--- src/rtl/main_memory_burst.sv ---
// -----------------------------------------------------------------------------
// main_memory_burst
//   Main memory sitting behind the cache. It uses a fixed-latency
//   request/response handshake.
//   - A write stores one word and produces no response.
//   - A read that hits in the cache (match=1) is accepted and then dropped.
//   - A read that misses (match=0) returns the whole aligned cache line as a
//     burst. The burst starts with the requested (critical) word and wraps
//     inside the line.
//   The storage array has no reset, so its contents survive rst_n.
//
// Optional feature: define MEM_BYTE_MASK_EN to add the req_be byte-enable
//   input. A write then updates only the bytes whose req_be bit is set.
//
// Ports
//   clk        in   rising-edge clock
//   rst_n      in   asynchronous active-low reset
//   req_valid  in   request present
//   req_ready  out  request can be accepted (IDLE only)
//   req_write  in   1 = write one word, 0 = read a line
//   req_addr   in   word address
//   req_wdata  in   write data
//   req_be     in   byte enables (only when MEM_BYTE_MASK_EN is defined)
//   match      in   cache hit flag, sampled with a read request
//   rsp_valid  out  response beat valid (no backpressure)
//   rsp_data   out  response word (registered, holds between bursts)
//   rsp_last   out  final beat of the burst
//   busy       out  engine is not IDLE
// -----------------------------------------------------------------------------
module main_memory_burst #(
   parameter int DATA_W    = 32,
   parameter int ADDR_W    = 5,
   parameter int LATENCY   = 2,
   parameter int BURST_LEN = 4
) (
   input  logic                clk,
   input  logic                rst_n,
   input  logic                req_valid,
   output logic                req_ready,
   input  logic                req_write,
   input  logic [ADDR_W-1:0]   req_addr,
   input  logic [DATA_W-1:0]   req_wdata,
`ifdef MEM_BYTE_MASK_EN
   input  logic [DATA_W/8-1:0] req_be,
`endif
   input  logic                match,
   output logic                rsp_valid,
   output logic [DATA_W-1:0]   rsp_data,
   output logic                rsp_last,
   output logic                busy
);

   localparam int DEPTH  = 2 ** ADDR_W;
   localparam int BEAT_W = (BURST_LEN > 1) ? $clog2(BURST_LEN) : 1;
   localparam int WAIT_W = (LATENCY > 1) ? $clog2(LATENCY) : 1;

   // Mask that selects the word-offset bits inside one line.
   localparam logic [ADDR_W-1:0] OFF_MASK  = ADDR_W'(BURST_LEN - 1);
   localparam logic [BEAT_W-1:0] LAST_BEAT = BEAT_W'(BURST_LEN - 1);
   localparam logic [WAIT_W-1:0] WAIT_INIT = WAIT_W'(LATENCY - 1);

   typedef enum logic [1:0] {S_IDLE, S_WAIT, S_BURST} state_t;

   state_t              r_state;
   state_t              w_state_next;

   logic [DATA_W-1:0]   r_mem [DEPTH];
   logic [ADDR_W-1:0]   r_ptr;
   logic [ADDR_W-1:0]   r_base;
   logic [WAIT_W-1:0]   r_wait;
   logic [BEAT_W-1:0]   r_beat;

   logic                w_accept;
   logic                w_wr_en;
   logic                w_miss;
   logic                w_load;
   logic [BEAT_W-1:0]   w_beat_sel;
   logic [ADDR_W-1:0]   w_rd_addr;

   assign w_accept = req_valid && (r_state == S_IDLE);
   assign w_wr_en  = w_accept && req_write;
   assign w_miss   = w_accept && !req_write && !match;

   // A beat is registered on every edge whose next state is BURST.
   // That covers the WAIT->BURST edge (beat 0) and each non-final BURST edge.
   assign w_load     = (w_state_next == S_BURST);
   assign w_beat_sel = (r_state == S_BURST) ? r_beat + 1'b1 : '0;
   // The offset wraps inside the aligned line. The line base is never
   // touched, so the top line cannot overflow into address 0.
   assign w_rd_addr  = r_base | ((r_ptr + ADDR_W'(w_beat_sel)) & OFF_MASK);

   // ---------------- state register ----------------
   always_ff @(posedge clk or negedge rst_n) begin
      if (!rst_n) begin
         r_state <= S_IDLE;
      end else begin
         r_state <= w_state_next;
      end
   end

   // ---------------- next-state logic ----------------
   always_comb begin
      w_state_next = r_state;
      case (r_state)
         S_IDLE:  if (w_miss)               w_state_next = S_WAIT;
         S_WAIT:  if (r_wait == '0)         w_state_next = S_BURST;
         S_BURST: if (r_beat == LAST_BEAT)  w_state_next = S_IDLE;
         default:                           w_state_next = S_IDLE;
      endcase
   end

   // ---------------- outputs ----------------
   // These outputs decode the state register directly. An asynchronous reset
   // therefore drops rsp_valid at once, even in the middle of a burst.
   always_comb begin
      req_ready = (r_state == S_IDLE);
      busy      = (r_state != S_IDLE);
      rsp_valid = (r_state == S_BURST);
      rsp_last  = (r_state == S_BURST) && (r_beat == LAST_BEAT);
   end

   // ---------------- burst datapath ----------------
   always_ff @(posedge clk or negedge rst_n) begin
      if (!rst_n) begin
         r_ptr    <= '0;
         r_base   <= '0;
         r_wait   <= '0;
         r_beat   <= '0;
         rsp_data <= '0;
      end else begin
         if (w_miss) begin
            r_ptr  <= req_addr;
            r_base <= req_addr & ~OFF_MASK;
            r_wait <= WAIT_INIT;
         end else if (r_state == S_WAIT && r_wait != '0) begin
            r_wait <= r_wait - 1'b1;
         end
         if (w_load) begin
            r_beat   <= w_beat_sel;
            rsp_data <= r_mem[w_rd_addr];
         end
      end
   end

   // ---------------- storage array (no reset) ----------------
   // Writes are accepted only in IDLE. A burst therefore never reads a word
   // on the same edge that it is being written.
`ifdef MEM_BYTE_MASK_EN
   always_ff @(posedge clk) begin
      if (w_wr_en) begin
         for (int b = 0; b < DATA_W / 8; b++) begin
            if (req_be[b]) begin
               r_mem[req_addr][b*8 +: 8] <= req_wdata[b*8 +: 8];
            end
         end
      end
   end
`else
   always_ff @(posedge clk) begin
      if (w_wr_en) begin
         r_mem[req_addr] <= req_wdata;
      end
   end
`endif

endmodule

--- config.mk ---
export PLATFORM = sky130hd
export DESIGN_NAME = main_memory_burst
export DESIGN_NICKNAME = d
export VERILOG_FILES = /design/src/rtl/main_memory_burst.sv
export SDC_FILE = /design/constraint.sdc
export NUM_CORES = 1
export LEC_CHECK = 0
export ABC_AREA = 1
export BUFFER_PORTS_ARGS = -buffer_cell sky130_fd_sc_hd__buf_2
export CAP_MARGIN = 5
export CORE_MARGIN = 5
export CORE_UTILIZATION = 45
export DETAILED_ROUTE_END_ITERATION = 12
export GPL_TIMING_DRIVEN = 0
export SETUP_SLACK_MARGIN = 0.1
export SYNTH_ARGS = -nofsm -noshare
export SYNTH_HDL_FRONTEND = slang
export SYNTH_SLANG_ARGS = --single-unit
export TNS_END_PERCENT = 10
--- constraint.sdc ---
create_clock -name clk -period 6.39 [get_ports clk]
set_input_delay 1.278 -clock clk [delete_from_list [all_inputs] [get_ports clk]]
set_output_delay 1.278 -clock clk [all_outputs]
set_load 0.1 [all_outputs]
==> results_dict.tcl <==
set metrics [dict create \
    crit_buf_inv 4 \
    antenna_left 0 \
    area_growth_pct 15.6 \
    worstHoldPathType "flip-flop to flip-flop" \
    postCtsHoldBufs 0 \
    drc 0 \
    dp_hpwl_um 99100 \
    core_area_sq_um 96400 \
    cp-end-kind "flip-flop" \
    crit_arrival_ns 4.28 \
    yosys_warnings 0 \
    crit_slowest_cell "clkbuf_1" \
    power.density_nw_per_um2 539 \
    min_period_ns 3.65 \
    max_stage_delay_ns 1.03 \
    rsz0062_at_grt "no" \
    htreeDepth 3 \
    nNetsFinal 3719 \
    drv_cap 0 \
    clock_path_buffers 3 \
    rrSetupSlack_ns 2.74 \
    cts.clk_slew.worst_paths_ns 0.06 \
    num_io_pins 78 \
    num_vias 29700 \
    cpLargestDelayFamily "buffers and inverters" \
    cp_max_fo 10 \
    die-area_sq_um 103000 \
    drt_first_iter_violations 4416 \
    gr-total-overflow 0 \
    antenna_found_initial 2 \
    grt_pass1_wl_um 201000 \
    period_share 0.571 \
    netlist_area_sq_um 43600 \
    place.gp.congestion 0.943 \
    worst_setup_path_start_kind "flip-flop" \
    fill_cells 8217 \
    portBuffers 77 \
    ys_ff_latch 1066 \
    fin_area_sq_um 50500 \
    grt_pass1_vias 27600 \
    skew_ns 0.0414 \
    setup_viol 0 \
    syn_nets 3467 \
    multi_input_area_sq_um 10500 \
    ir_drop_mv 0.521 \
    routed_wl_um 143000 \
    tightest_slew_ns 1.31 \
    cts_tree "built" \
    grt_start_max_net_pins 43 \
    placed_cell_area_sq_um 46900 \
    clk_latency_ns 0.71 \
    cts_setup_buffers 0 \
    fmax_mhz 274 \
    p_leak_nw 18.2 \
    yosysSeqAreaShare 0.729 \
    final_cell_mix "1024 x edfxtp_1, 672 x nand2_1, 581 x nand3_1, 178 x buf_2, 167 x o21ai_0" \
    status "finished clean" \
    cts_resized 0 \
    wl_per_cell_um 28.3 \
    die_x_um 321 \
    rows 114 \
    routed_via_density 5.90 \
    drv_slew 0 \
    synth_cells 3423 \
    worst_hold_slack_ns 0.478 \
    firstDrtPassIters 8 \
    drive_above_1_share 0.132 \
    synth_cell_types 28 \
    start_util 0.453 \
    slew_headroom 0.128 \
    layout_commonest_cell "edfxtp_1" \
    crit_path_cell_trace "buf_2 > inv_1 > clkbuf_1 > clkbuf_1 > nand3_1 > nand3_1 > nand3_1 > nand2_1 > nand2_1 > nand2_1" \
    track_usage 0.271 \
    crit_type "flip-flop to flip-flop" \
    syn_avg_cell_area_sq_um 12.8 \
    cts_made_buffers 108 \
    cts_root_buf "clkbuf_16" \
    die_h_um 321 \
    seq_area_sq_um 31800 \
    cp.required_ns 7.03 \
    cts_num_sinks 1066 \
    hold_violations 0 \
]
[power breakdown]
group	total, mW	switching [mW]	internal [mW]	leakage (nW)
Clock	6.35	2.73	3.62	1.73
Combinational	12.9	9.40	3.54	6.71
Sequential	7.92	0.0916	7.83	9.73
Total	27.2	12.2	15.0	18.2
[metal layers]
metal / part of all wire / wire length (um) / global-route usage / vias to the layer above
met4: 0.048 / 6900 / 0.114 / 0
met3: 0.11 / 15500 / 0.0507 / 291
li1: - / - / - / 12900
met5: 0 / 0 / 0 / -
met2: 0.43 / 61700 / 0.403 / 1773
met1: 0.41 / 58700 / 0.395 / 14800
[Yosys cell counts (all sizes together)]
library cell,number,area share
nor2,161,0.014
and2,32,0.0046
clkbuf,84,0.0072
or2,32,0.0046
mux2i,128,0.029
clkinv,1,0.000086
a21boi,128,0.022
o21ai,167,0.019
o22ai,64,0.0092
edfxtp,1024,0.70
inv,84,0.0073
nand3,581,0.067
nand2,675,0.058
ha,2,0.00057
dfrtp,42,0.024
a21oi,64,0.0073
nor3,8,0.00092
buf,146,0.020
[state kept, by name, indices dropped and copies added, names as in the netlist]
name / flops
r_base: 3
r_beat: 2
r_mem: 1024
r_ptr: 2
r_state: 2
r_wait: 1
rsp_data: 32
[per-stage QoR]
stage	TNS [ns]	util	setup slack, ns	total power [mW]	std cells
after floorplan	0	-	1.59	16.0	3423
after global placement	-477.38	0.473	-2.18	20.6	4776
after detailed placement	0	0.487	2.55	20.7	4841
after CTS	0	0.523	2.78	27.0	5040
after global routing	0	0.523	2.64	28.3	5040
final	0	0.523	2.74	27.2	5042
[worst min-delay path, delay by kind of cell (launching register included)]
kind	cells	cell delay [ns]
flip-flops	1	0.34
AND/OR/NAND/NOR	2	0.10
[cell type report]
class	instances	area share
flip-flops and latches	1066	0.630
multi-input cells	2042	0.209
clock buffers	124	0.0553
well taps	1276	0.0316
repair buffers	142	0.0287
plain buffers	230	0.0239
clock inverters	75	0.0150
inverters	85	0.00637
diodes	2	0.0000992
[cells by family (layout without fill, tap and decap cells)]
family	after synthesis	count (layout)	synth area share
AOI/OAI and AO/OA	423	423	0.0577
DFF	1066	1066	0.729
other	0	2	0
muxes	128	128	0.0294
adders and majority gates	2	2	0.000573
buffers and inverters	315	656	0.0350
and+or+nand+nor	1489	1489	0.149
[worst paths after layout]
path,start,endpoint,cells past startpoint
max reg2reg,r_base[2],rsp_data[10],10
min,rsp_data[9],rsp_data[9],2
min reg2reg,rsp_data[9],rsp_data[9],2
max,r_base[2],rsp_data[10],10
max in group asynchronous,rst_n,rsp_data[25],1
min in group asynchronous,rst_n,r_beat[0],1
No activity file was read; power rests on OpenSTA's default activity.
